### src/rtl/audio_clip_sequencer.sv
// audio_clip_sequencer
//
// Sample-rate scheduler that shares one single-port clip ROM between three
// sources: a looping background song, a one-shot jump effect and a one-shot
// game-over effect. On every sample tick it picks one source by fixed
// priority (over > jump > song). It fetches one sample from the ROM and
// presents it to the audio controller's write handshake. That sample drives
// both DAC channels.
//
// Ports:
//   CLOCK_50           system clock
//   resetn             asynchronous active-low reset
//   enable             sound enable; 0 writes silence every tick
//   song_req           level: song plays while high, pauses while low
//   jump_req           one-cycle pulse starting the jump effect
//   over_req           one-cycle pulse starting the game-over effect
//   rom_addr           clip ROM address (ROM has one cycle of read latency)
//   rom_q              clip ROM data
//   audio_out_allowed  audio controller FIFO has space
//   write_audio_out    one-cycle write strobe to the audio controller
//   sample_out         sample for both left and right channels
//   active_src         source of the current sample: 0 none, 1 song, 2 jump, 3 over
//   sfx_busy           jump or game-over effect in progress
//   drop_cnt           saturating count of ticks dropped while busy
module audio_clip_sequencer #(
    parameter int CLK_DIV    = 1042,
    parameter int ADDR_W     = 20,
    parameter int SAMPLE_W   = 6,
    parameter int SONG_BASE  = 0,
    parameter int SONG_LEN   = 633868,
    parameter int JUMP_BASE  = 633868,
    parameter int JUMP_LEN   = 12000,
    parameter int OVER_BASE  = 645868,
    parameter int OVER_LEN   = 48000,
    parameter int GAIN_SHIFT = 0
) (
    input  logic                CLOCK_50,
    input  logic                resetn,
    input  logic                enable,
    input  logic                song_req,
    input  logic                jump_req,
    input  logic                over_req,
    output logic [ADDR_W-1:0]   rom_addr,
    input  logic [SAMPLE_W-1:0] rom_q,
    input  logic                audio_out_allowed,
    output logic                write_audio_out,
    output logic [31:0]         sample_out,
    output logic [1:0]          active_src,
    output logic                sfx_busy,
    output logic [7:0]          drop_cnt
);

    localparam int CNT_W = (CLK_DIV > 1) ? $clog2(CLK_DIV) : 1;
    localparam logic [CNT_W-1:0] CNT_MAX = CNT_W'(CLK_DIV - 1);

    localparam logic [ADDR_W-1:0] SONG_FIRST = ADDR_W'(SONG_BASE);
    localparam logic [ADDR_W-1:0] SONG_LAST  = ADDR_W'(SONG_BASE + SONG_LEN - 1);
    localparam logic [ADDR_W-1:0] JUMP_FIRST = ADDR_W'(JUMP_BASE);
    localparam logic [ADDR_W-1:0] JUMP_LAST  = ADDR_W'(JUMP_BASE + JUMP_LEN - 1);
    localparam logic [ADDR_W-1:0] OVER_FIRST = ADDR_W'(OVER_BASE);
    localparam logic [ADDR_W-1:0] OVER_LAST  = ADDR_W'(OVER_BASE + OVER_LEN - 1);

    localparam logic [2:0] S_IDLE  = 3'd0;
    localparam logic [2:0] S_FETCH = 3'd1;
    localparam logic [2:0] S_WAIT  = 3'd2;
    localparam logic [2:0] S_LATCH = 3'd3;
    localparam logic [2:0] S_WRITE = 3'd4;

    localparam logic [1:0] SRC_NONE = 2'd0;
    localparam logic [1:0] SRC_SONG = 2'd1;
    localparam logic [1:0] SRC_JUMP = 2'd2;
    localparam logic [1:0] SRC_OVER = 2'd3;

    logic [CNT_W-1:0]  tick_cnt;
    logic              tick;
    logic [2:0]        state;
    logic [1:0]        sel;
    logic [1:0]        next_src;
    logic              accept;
    logic              jump_pend, over_pend;
    logic              jump_active, over_active;
    logic              jump_pend_eff, over_pend_eff;
    logic [ADDR_W-1:0] song_ptr, jump_ptr, over_ptr;
    logic [ADDR_W-1:0] fetch_ptr;
    logic [31:0]       rom_ext;

    assign tick   = (tick_cnt == CNT_MAX);
    assign accept = tick && (state == S_IDLE);

    // A request pulse that lands on the tick cycle counts as already pending.
    assign jump_pend_eff = jump_pend | jump_req;
    assign over_pend_eff = over_pend | over_req;

    assign sfx_busy        = jump_active | over_active;
    assign write_audio_out = (state == S_WRITE) && audio_out_allowed;
    assign rom_ext         = 32'(rom_q);

    always_comb begin
        next_src = SRC_NONE;
        if (!enable)
            next_src = SRC_NONE;
        else if (over_pend_eff || over_active)
            next_src = SRC_OVER;
        else if (jump_pend_eff || jump_active)
            next_src = SRC_JUMP;
        else if (song_req)
            next_src = SRC_SONG;
    end

    always_comb begin
        fetch_ptr = song_ptr;
        case (sel)
            SRC_JUMP: fetch_ptr = jump_ptr;
            SRC_OVER: fetch_ptr = over_ptr;
            default:  fetch_ptr = song_ptr;
        endcase
    end

    // Free-running sample-rate divider; it keeps counting while disabled.
    always_ff @(posedge CLOCK_50 or negedge resetn) begin
        if (!resetn)
            tick_cnt <= '0;
        else if (tick)
            tick_cnt <= '0;
        else
            tick_cnt <= tick_cnt + CNT_W'(1);
    end

    // Pending flags, effect activity and the three address pointers.
    // Pending requests are consumed only when their source wins a tick. Then
    // the pointer restarts at BASE. Pointers advance only in LATCH, which can
    // never coincide with an accepted tick.
    always_ff @(posedge CLOCK_50 or negedge resetn) begin
        if (!resetn) begin
            jump_pend   <= 1'b0;
            over_pend   <= 1'b0;
            jump_active <= 1'b0;
            over_active <= 1'b0;
            song_ptr    <= SONG_FIRST;
            jump_ptr    <= JUMP_FIRST;
            over_ptr    <= OVER_FIRST;
        end else begin
            jump_pend <= jump_pend_eff;
            over_pend <= over_pend_eff;
            if (accept && next_src == SRC_OVER && over_pend_eff) begin
                // A new game-over request restarts it and kills any jump.
                over_pend   <= 1'b0;
                over_active <= 1'b1;
                over_ptr    <= OVER_FIRST;
                jump_pend   <= 1'b0;
                jump_active <= 1'b0;
                jump_ptr    <= JUMP_FIRST;
            end else if (accept && next_src == SRC_JUMP && jump_pend_eff) begin
                jump_pend   <= 1'b0;
                jump_active <= 1'b1;
                jump_ptr    <= JUMP_FIRST;
            end
            if (state == S_LATCH) begin
                case (sel)
                    SRC_SONG: begin
                        if (song_ptr == SONG_LAST)
                            song_ptr <= SONG_FIRST;
                        else
                            song_ptr <= song_ptr + ADDR_W'(1);
                    end
                    SRC_JUMP: begin
                        if (jump_ptr == JUMP_LAST) begin
                            jump_ptr    <= JUMP_FIRST;
                            jump_active <= 1'b0;
                        end else begin
                            jump_ptr <= jump_ptr + ADDR_W'(1);
                        end
                    end
                    SRC_OVER: begin
                        if (over_ptr == OVER_LAST) begin
                            over_ptr    <= OVER_FIRST;
                            over_active <= 1'b0;
                        end else begin
                            over_ptr <= over_ptr + ADDR_W'(1);
                        end
                    end
                    default: ;
                endcase
            end
        end
    end

    // Fetch sequencer. A silent (none) slot skips the ROM wait and writes zero.
    always_ff @(posedge CLOCK_50 or negedge resetn) begin
        if (!resetn) begin
            state      <= S_IDLE;
            sel        <= SRC_NONE;
            rom_addr   <= SONG_FIRST;
            sample_out <= '0;
            active_src <= SRC_NONE;
        end else begin
            case (state)
                S_IDLE: begin
                    if (tick) begin
                        sel   <= next_src;
                        state <= S_FETCH;
                    end
                end
                S_FETCH: begin
                    active_src <= sel;
                    if (sel == SRC_NONE) begin
                        state <= S_LATCH;
                    end else begin
                        rom_addr <= fetch_ptr;
                        state    <= S_WAIT;
                    end
                end
                S_WAIT: state <= S_LATCH;
                S_LATCH: begin
                    if (sel == SRC_NONE)
                        sample_out <= '0;
                    else
                        sample_out <= rom_ext << GAIN_SHIFT;
                    state <= S_WRITE;
                end
                S_WRITE: begin
                    if (audio_out_allowed)
                        state <= S_IDLE;
                end
                default: state <= S_IDLE;
            endcase
        end
    end

    // Ticks arriving mid-transaction are lost; count them, saturating.
    always_ff @(posedge CLOCK_50 or negedge resetn) begin
        if (!resetn)
            drop_cnt <= '0;
        else if (tick && state != S_IDLE && drop_cnt != 8'hFF)
            drop_cnt <= drop_cnt + 8'd1;
    end

endmodule

### config.mk
export PLATFORM = sky130hd
export DESIGN_NAME = audio_clip_sequencer
export DESIGN_NICKNAME = d
export VERILOG_FILES = /design/src/rtl/audio_clip_sequencer.sv
export SDC_FILE = /design/constraint.sdc
export NUM_CORES = 1
export LEC_CHECK = 0
export ABC_AREA = 1
export CORE_MARGIN = 2
export CORE_UTILIZATION = 52
export CTS_CLUSTER_DIAMETER = 80
export DETAILED_ROUTE_END_ITERATION = 7
export GPL_TIMING_DRIVEN = 0
export PLACE_DENSITY = 0.87
export SLEW_MARGIN = 20
export SYNTH_ARGS = -nofsm -noshare
export SYNTH_HDL_FRONTEND = slang
export SYNTH_SLANG_ARGS = --single-unit
### constraint.sdc
create_clock -name CLOCK_50 -period 1.56 [get_ports CLOCK_50]
set_input_delay 0.468 -clock CLOCK_50 [delete_from_list [all_inputs] [get_ports CLOCK_50]]
set_output_delay 0.468 -clock CLOCK_50 [all_outputs]
set_load 0.1 [all_outputs]
# [Word level (Yosys, flattened, before mapping)]
# Cells that the tools add are included.
[word_totals] in_bits=13 out_inout_bits=64 regBits=142 elab_cells=89
[classes] n_mux=33 add_sub_neg=5 bitwise=4 n_eq_ne=16 n_reduce_logical=17
[ops] cell="20-bit 2-to-1 mux" n=10
[ops] cell="20-bit by 1-bit adder with 20-bit output (second input constant)" n=3
[ops] cell="20-bit equality test (second input constant)" n=3
[ops] cell="20-bit one-hot mux with 2 select lines" n=1
[ops] cell="3-bit one-hot mux with 5 select lines" n=1
[ops] cell="1-bit 2-to-1 mux" n=14
[ops] cell="11-bit by 1-bit adder with 11-bit output (second input constant)" n=1
[ops] cell="11-bit equality test (second input constant)" n=1
[ops] cell="11-bit 2-to-1 mux" n=1
[ops] cell="8-bit by 1-bit adder with 8-bit output (second input constant)" n=1
[ops] cell="2-bit equality test (second input constant)" n=4
[ops] cell="1-bit logical AND" n=8
[ops] cell="8-bit inequality test (second input constant)" n=1
[ops] cell="2-bit AND reduction" n=4
[ops] cell="3-bit by 2-bit equality test with 1-bit output (second input constant)" n=2
[ops] cell="2-bit 2-to-1 mux" n=3
[ops] cell="3-bit 2-to-1 mux" n=2
[ops] cell="6-bit 2-to-1 mux" n=1
[ops] cell="2-bit inequality test (second input constant)" n=2
[ops] cell="3-bit by 1-bit equality test with 1-bit output (second input constant)" n=1
[ops] cell="3-bit equality test (second input constant)" n=1
[ops] cell="3-bit zero test" n=1
[ops] cell="1-bit OR" n=3
[ops] cell="3-bit nonzero test" n=1
[ops] cell="other kinds (4)" n=5

# [Logic depth before layout (Yosys ltp)]
# Gate-level depths: netlist of run 1.
[logic_depth] word_depth=13 ltp_mapped=12 depth_no_buf=11

# [Worst setup path after synthesis of run 1]
# OpenSTA, ideal clock, no wires.
[synth_path] path_kind="reg2out" startpoint="reg state[1]" endpoint="out write_audio_out" n_path_buf=0 setup_slack_ns=-2.295 path_stages_with_launch=2 arrival_time_ns=3.387 t_required_ns=1.092 path_cell_list="dfrtp_1 > nor4_1"
[synth_between] elab_chain_cells=2
[synth_lines] element="start: declaration" line_no="76" source="logic [2:0] state;"
[synth_lines] element="start signal: assignment" line_no="191" source="state <= S_IDLE;"
[synth_lines] element="start signal: assignment" line_no="201" source="state <= S_FETCH;"
[synth_lines] element="start signal: assignment" line_no="207" source="state <= S_LATCH;"
[synth_lines] element="3-bit equality test" line_no="95" source="assign write_audio_out = (state == S_WRITE) && audio_out_allowed;"
[synth_lines] element="1-bit logical AND" line_no="95"
[synth_lines] element="end: declaration" line_no="46" source="output logic write_audio_out,"
# Every way passes these cells.

# [Final worst setup path of run 1]
[layout_path] startpoint="reg state[1]" endpoint="reg jump_ptr[0]"
[layout_between] elab_chain_cells=8 word_cells_on_any_way=11 classes_between="eq/ne: 1; mux: 4; reduce/logical: 6"
[layout_lines] element="3-bit zero test" line_no="88" source="assign accept = tick && (state == S_IDLE);"
[layout_lines] element="1-bit logical AND" line_no="88"
[layout_lines] element="1-bit logical AND (2 in a row)" line_no="153" source="end else if (accept && next_src == SRC_JUMP && jump_pend_eff) begin"
[layout_lines] element="20-bit 2-to-1 mux" line_no="153"
[layout_lines] element="20-bit 2-to-1 mux" line_no="145" source="if (accept && next_src == SRC_OVER && over_pend_eff) begin"
[layout_lines] element="20-bit 2-to-1 mux" line_no="159" source="case (sel)"
[layout_lines] element="20-bit 2-to-1 mux (*)" line_no="158" source="if (state == S_LATCH) begin"
[layout_lines] element="end signal: assignment" line_no="171" source="jump_ptr <= jump_ptr + ADDR_W'(1);"
[layout_lines] element="end: declaration" line_no="83" source="logic [ADDR_W-1:0] song_ptr, jump_ptr, over_ptr;"
# Every way passes the cells marked *; elsewhere a longest branch is shown, timed or not.
# A chain may end at the register's enable or synchronous reset.

==> results.ini, run 1 <==
[status]
status=finished, violations left
violations=setup timing

[cts]
cts_tree=yes
root_buffer=clkbuf_16
cts_inserted_buffers=17
cts_max_level=4
clkSlewWorstSetupHoldPaths_ns=0.07
cts.path.max_buffers=2
cts_sinks=116
clock_latency_ns=0.44

[worst_setup_path]
reg2reg_depth=11
end_kind=register
r2r_setup_slack_ns=-0.48
rr_startpoint=state[1]$_DFFE_PN0P_
r2r_end=jump_ptr[0]$_DFF_PN0_
cp-start-kind=register
critPathLaunch=state[1]$_DFFE_PN0P_
crit_type=reg -> reg
critPathArrivalTime_ns=2.33
path_max_fanout=8
critPathCapture=jump_ptr[0]$_DFF_PN0_
cp.required_ns=1.85

[yosys]
synthTopCellsByArea=dfrtp_1 (34%), nand2_1 (12%), dfstp_2 (7.5%)
synth-seq-cells=116
yosysSeqAreaShare_pct=42.0
synth_edf_count=0
synth_cell_types=39
ys.flop_type=dfrtp_1
synthArstFlopShare_pct=100
synth.most_common_cell=nand2_1
synthCells=922
yosysWarnings=0
synth.avg_cell_area_sq_um=7.55
synth_top_cell_by_area=dfrtp_1
synth.top_cell.area_share_pct=34.5
netlist_area_sq_um=6970
ys_top_cells_by_count=nand2_1 (221), inv_1 (127), nor2_1 (100)

[timing]
rsz0062_at_grt=true
skew_ns=0.0216
setup_tns_ns=-29.23
finalHoldViolCount=0
relSlewSlack_pct=57.7
post-route-period-util_pct=131
drv_slew=0
fin_crit_ns=2.04
setup_slack_ns=-0.480
tightestPinTransition_ns=0.635
setup_violations=100
max_clock_freq_ghz=0.490

[power_and_ir_drop]
intPower_uw=8150
p_clk_share_pct=25.4
leakage_uw=0.00497
ir_drop_mv=1.08
power_frac_comb_pct=46.5
power_switching_uw=6630
sw_frac_of_total_pct=44.9
p_per_area_nw_per_um2=1460
pwr-share-seq_pct=28.1

[floorplan]
die_h_um=120
num_rows=42
io-pin-count=77
dieWidth_um=120
initial_utilization_pct=53.0
core_area_sq_um=13100
die-area_sq_um=14300

[layout]
diodes=0
fin_util_pct=76.8
drive_above_1_share_pct=35.1
nets=1100
syn_to_final_growth_pct=44.9

[routing]
dr.pass1.iters=8
routedWlPerCell_um=20.6
postRouteAntennaNets=0
drt_wl_total_um=26100
drc_errors=0
drtIter0Drc=1115
via_per_inst=6.13
vias=7785

[placed_design]
port_buffers=50
pre_cts_ws_ns=-1.53
dp_hpwl_um=13400
place_congestion=0.962

[grt]
antenna_found_initial=0
grt_max_degree=64
grt_pass1_wl_um=37800
grt_use_total_pct=33.5
first_global_vias=7286
grt-ovfl-total=0

[hold_path]
hp-class=in -> async

[flow_run]
drv_cap=0

[layout make-up]
| cell class | count | area [sq um] |
|---|---|---|
| clock inverter | 5 | 50.0 |
| fill | 748 | 3040 |
| multi-input combinational | 656 | 4180 |
| inverter | 127 | 494 |
| timing repair buffer | 116 | 1280 |
| buffer | 47 | 414 |
| tap | 176 | 220 |
| sequential | 116 | 2950 |
| clock buffer | 27 | 503 |
[placed cells by master, fill, tap and decap left out, types with 24 or more instances in the layout]
cell type / count
buf_6: 43
xor2_1: 27
nand3_1: 48
dfrtp_1: 83
buf_4: 77
nor3_1: 24
inv_1: 115
nand2_1: 195
conb_1: 26
nor2_1: 80
nand3_2: 40
[cells by family after synthesis]
logic type	count (synthesis)	synth area share, %
AO/OA/AOI/OAI	83	7.29
XOR/XNOR	33	4.15
adder cells (fa/ha/maj)	6	1.08
buffers and inverters	175	11.3
flip-flops	116	42.0
multiplexers	18	2.91
other	1	0.0538
AND/OR/NAND/NOR	490	31.2
[sequential cells by signal, indices dropped and copies added (netlist names)]
name         flops
song_ptr        20
active_src       2
jump_ptr        20
jump_pend        1
over_ptr        20
over_active      1
sel              2
state            3
drop_cnt         8
tick_cnt        11
over_pend        1
rom_addr        20
sample_out       6
jump_active      1
[worst max-delay path: stages, from the launching register on]
cell and delay (ns):
dfrtp_2 0.41, buf_4 0.15, buf_12 0.12, nor2_4 0.13
nand2_4 0.09, nor3_4 0.26, buf_6 0.14, nand4_4 0.09
buf_12 0.19, buf_12 0.15, nand2_4 0.07, o21bai_1 0.09
[through the flow]
| stage | power (uW) | std cells | instance area (sq um) | hold slack (ns) |
|---|---|---|---|---|
| floorplan | 8300 | 947 | 7360 | 0.172 |
| global placement | 9460 | 1173 | 8080 | 0.470 |
| detailed placement | 9560 | 1174 | 8110 | 0.476 |
| CTS | 14100 | 1251 | 9630 | 0.0508 |
| global route | 15200 | 1270 | 10100 | 0.0864 |
| finish | 14800 | 1270 | 10100 | 0.0247 |
[power by group through the flow]
stage | clock (uW) | sequential, uW | combinational, uW
3_5_place_dp | 0 | 4120 | 5450
6_report | 3760 | 4150 | 6880
3_3_place_gp | 0 | 4100 | 5360
4_1_cts | 3700 | 4060 | 6310
2_1_floorplan | 0 | 6210 | 2080
5_1_grt | 3880 | 4190 | 7140
[worst min path at each step]
stage | endpoint | startpoint | depth (start not counted) | slack [ns]
CTS | tick_cnt[7]$_DFF_PN0_ | resetn | 1 | 0.05
global placement | sample_out[0]$_DFFE_PN0P_ | sample_out[0]$_DFFE_PN0P_ | 2 | 0.47
floorplan | active_src[0]$_DFFE_PN0P_ | resetn | 0 | 0.17
detailed placement | sample_out[4]$_DFFE_PN0P_ | sample_out[4]$_DFFE_PN0P_ | 2 | 0.48
finish | over_pend$_DFF_PN0_ | resetn | 1 | 0.02
global route | tick_cnt[1]$_DFF_PN0_ | resetn | 1 | 0.09
[layer usage]
metal,routed length (um),share of wire [%],vias to the layer above,global-route usage (%)
li1,-,-,3275,-
met1,9090,35,3595,41.4
met2,12300,47,697,55.4
met3,2700,10,218,7.13
met4,2070,7.9,0,17.1
met5,0,0,-,0
[repair_timing]
item	4_1_cts	5_1_grt
endpoints found under the setup margin	122	127
pin swaps	44	30
hold buffers	0	0
gates resized for setup	396	106
setup buffers	38	25
cloned	8	0
Power figures use the tool's default switching activity.
==> run 2, diff against run 1 <==
--- a/config.mk
+++ b/config.mk
@@ -6,7 +6,6 @@
 export NUM_CORES = 1
 export LEC_CHECK = 0
 export ABC_AREA = 1
-export CORE_MARGIN = 2
 export CORE_UTILIZATION = 52
 export CTS_CLUSTER_DIAMETER = 80
 export DETAILED_ROUTE_END_ITERATION = 7
==> results.ini, run 2 (synthesis gave the netlist of run 1 again) <==
[timing]
relSlewSlack_pct=63.9
max_clock_freq_ghz=0.513
finalHoldViolCount=0
post-route-period-util_pct=125
setup_violations=103
skew_ns=0.0147
setup_slack_ns=-0.389
drv_slew=0
fin_crit_ns=1.95
rsz0062_at_grt=true
tightestPinTransition_ns=0.542

[layout]
syn_to_final_growth_pct=49.5
fin_util_pct=81.2
nets=1125
stdcell_count=1292
final_area_sq_um=10400
fillers=635
drive_above_1_share_pct=39.1
final_common_cell=nand2_1
final_cell_mix=nand2_1 (192), inv_1 (110), buf_4 (92)

[floorplan]
die-area_sq_um=13900
core_area_sq_um=12800
initial_utilization_pct=54.3
num_rows=41
io-pin-count=77
dieWidth_um=118
die_h_um=118

[worst_setup_path]
path_buf_inv=3
cp.required_ns=1.87
cp-start-kind=input port
cp_slowest_cell=clkdlybuf4s50_1
path_max_fanout=5
path_cells=clkdlybuf4s50_1 > nor2_4 > nand3_1 > a21oi_4 > nand4_4 > buf_6 > buf_8 > nand3_2 > o21ai_2
end_kind=register
slowest_delay_ns=0.48
critPathArrivalTime_ns=2.26
cp_top_family=buffers and inverters
crit_type=in -> reg

[status]
status=finished, violations left
violations=DRC, setup timing

[routing]
routedWlPerCell_um=22.0
dr.pass1.iters=8
drt_wl_total_um=28500
drc_errors=78
drtIter0Drc=1442
vias=8255
postRouteAntennaNets=0
via_per_inst=6.39

[cts]
clkSlewWorstSetupHoldPaths_ns=0.06
cts_inserted_buffers=17
cts_max_level=4
cts_tree=yes
cts.path.max_buffers=2
clock_latency_ns=0.43
cts_sinks=116
root_buffer=clkbuf_16

[power_and_ir_drop]
power_frac_comb_pct=47.3
intPower_uw=8420
p_clk_share_pct=25.3
pwr-share-seq_pct=27.3
power_switching_uw=6960
p_per_area_nw_per_um2=1480
ir_drop_mv=0.980
leakage_uw=0.00507
sw_frac_of_total_pct=45.3

[grt]
grt_max_degree=63
use_met2_pct=54.3
antenna_found_initial=1
first_global_vias=7205
use_met1_pct=40.9
grt_pass1_wl_um=36400
grt_use_total_pct=33.2
grt.met3_usage_pct=7.07
grt-ovfl-total=0
grt-busiest-layer=met2

[placed_design]
port_buffers=50
dp_hpwl_um=12900
pre_cts_ws_ns=-1.47
dpl_cell_area_sq_um=8100
place_congestion=0.938
place_inst=1170

[hold_path]
hp-class=in -> async

[flow_run]
drv_cap=0

-- run 2: cell type report --
class | instances | area, sq um | area share [%]
Timing Repair Buffer | 144 | 1520 | 14.6
Sequential cell | 116 | 2950 | 28.4
Inverter | 127 | 505 | 4.86
Antenna cell | 1 | 2.50 | 0.0240
Clock buffer | 22 | 474 | 4.56
Tap cell | 172 | 215 | 2.07
Multi-Input combinational cell | 656 | 4270 | 41.0
Clock inverter | 10 | 105 | 1.01
Buffer | 44 | 369 | 3.55
-- run 2: layer usage --
layer / wire length (um) / vias up
met5: 0 / -
met4: 2950 / 0
met3: 3360 / 352
met2: 12700 / 840
met1: 9500 / 3743
li1: - / 3320
-- run 2: what timing repair did --
action | 4_1_cts | 5_1_grt
pin swaps | 34 | 58
gates resized for setup | 373 | 185
cloned | 8 | 2
hold buffers | 0 | 0
buffers inserted | 36 | 57
endpoints found under the setup margin | 126 | 125
-- run 2: power by group through the flow --
| stage | sequential [uW] | clock (uW) | combinational [uW] |
|---|---|---|---|
| 3_5_place_dp | 4120 | 0 | 5420 |
| 6_report | 4200 | 3890 | 7280 |
| 4_1_cts | 4070 | 3840 | 6020 |
| 3_3_place_gp | 4100 | 0 | 5330 |
| 5_1_grt | 4230 | 4060 | 7460 |
| 2_1_floorplan | 6210 | 0 | 2080 |
-- run 2: per-stage QoR --
stage / hold WS (ns) / setup TNS (ns) / power (uW)
after detailed placement: 0.462 / -54.27 / 9540
after global routing: 0.0447 / -31.86 / 15700
after global placement: 0.466 / -541.27 / 9430
after CTS: 0.0207 / -13.47 / 13900
final: 0.00305 / -25.81 / 15400
after floorplan: 0.172 / -4.76 / 8300
-- run 2: final timing paths --
kind,startpoint,endpoint,depth (start not counted),slack (ns)
setup / recovery,jump_req,jump_ptr[5]$_DFF_PN0_,9,-0.39
hold / removal,resetn,jump_active$_DFF_PN0_,1,0.003
setup reg to reg,over_ptr[2]$_DFF_PN1_,over_ptr[18]$_DFF_PN0_,10,-0.38
hold reg to reg,sample_out[2]$_DFFE_PN0P_,sample_out[2]$_DFFE_PN0P_,2,0.49
max in group asynchronous,resetn,over_ptr[16]$_DFF_PN1_,2,0.81
min in group CLOCK_50,sample_out[2]$_DFFE_PN0P_,sample_out[2]$_DFFE_PN0P_,2,0.49
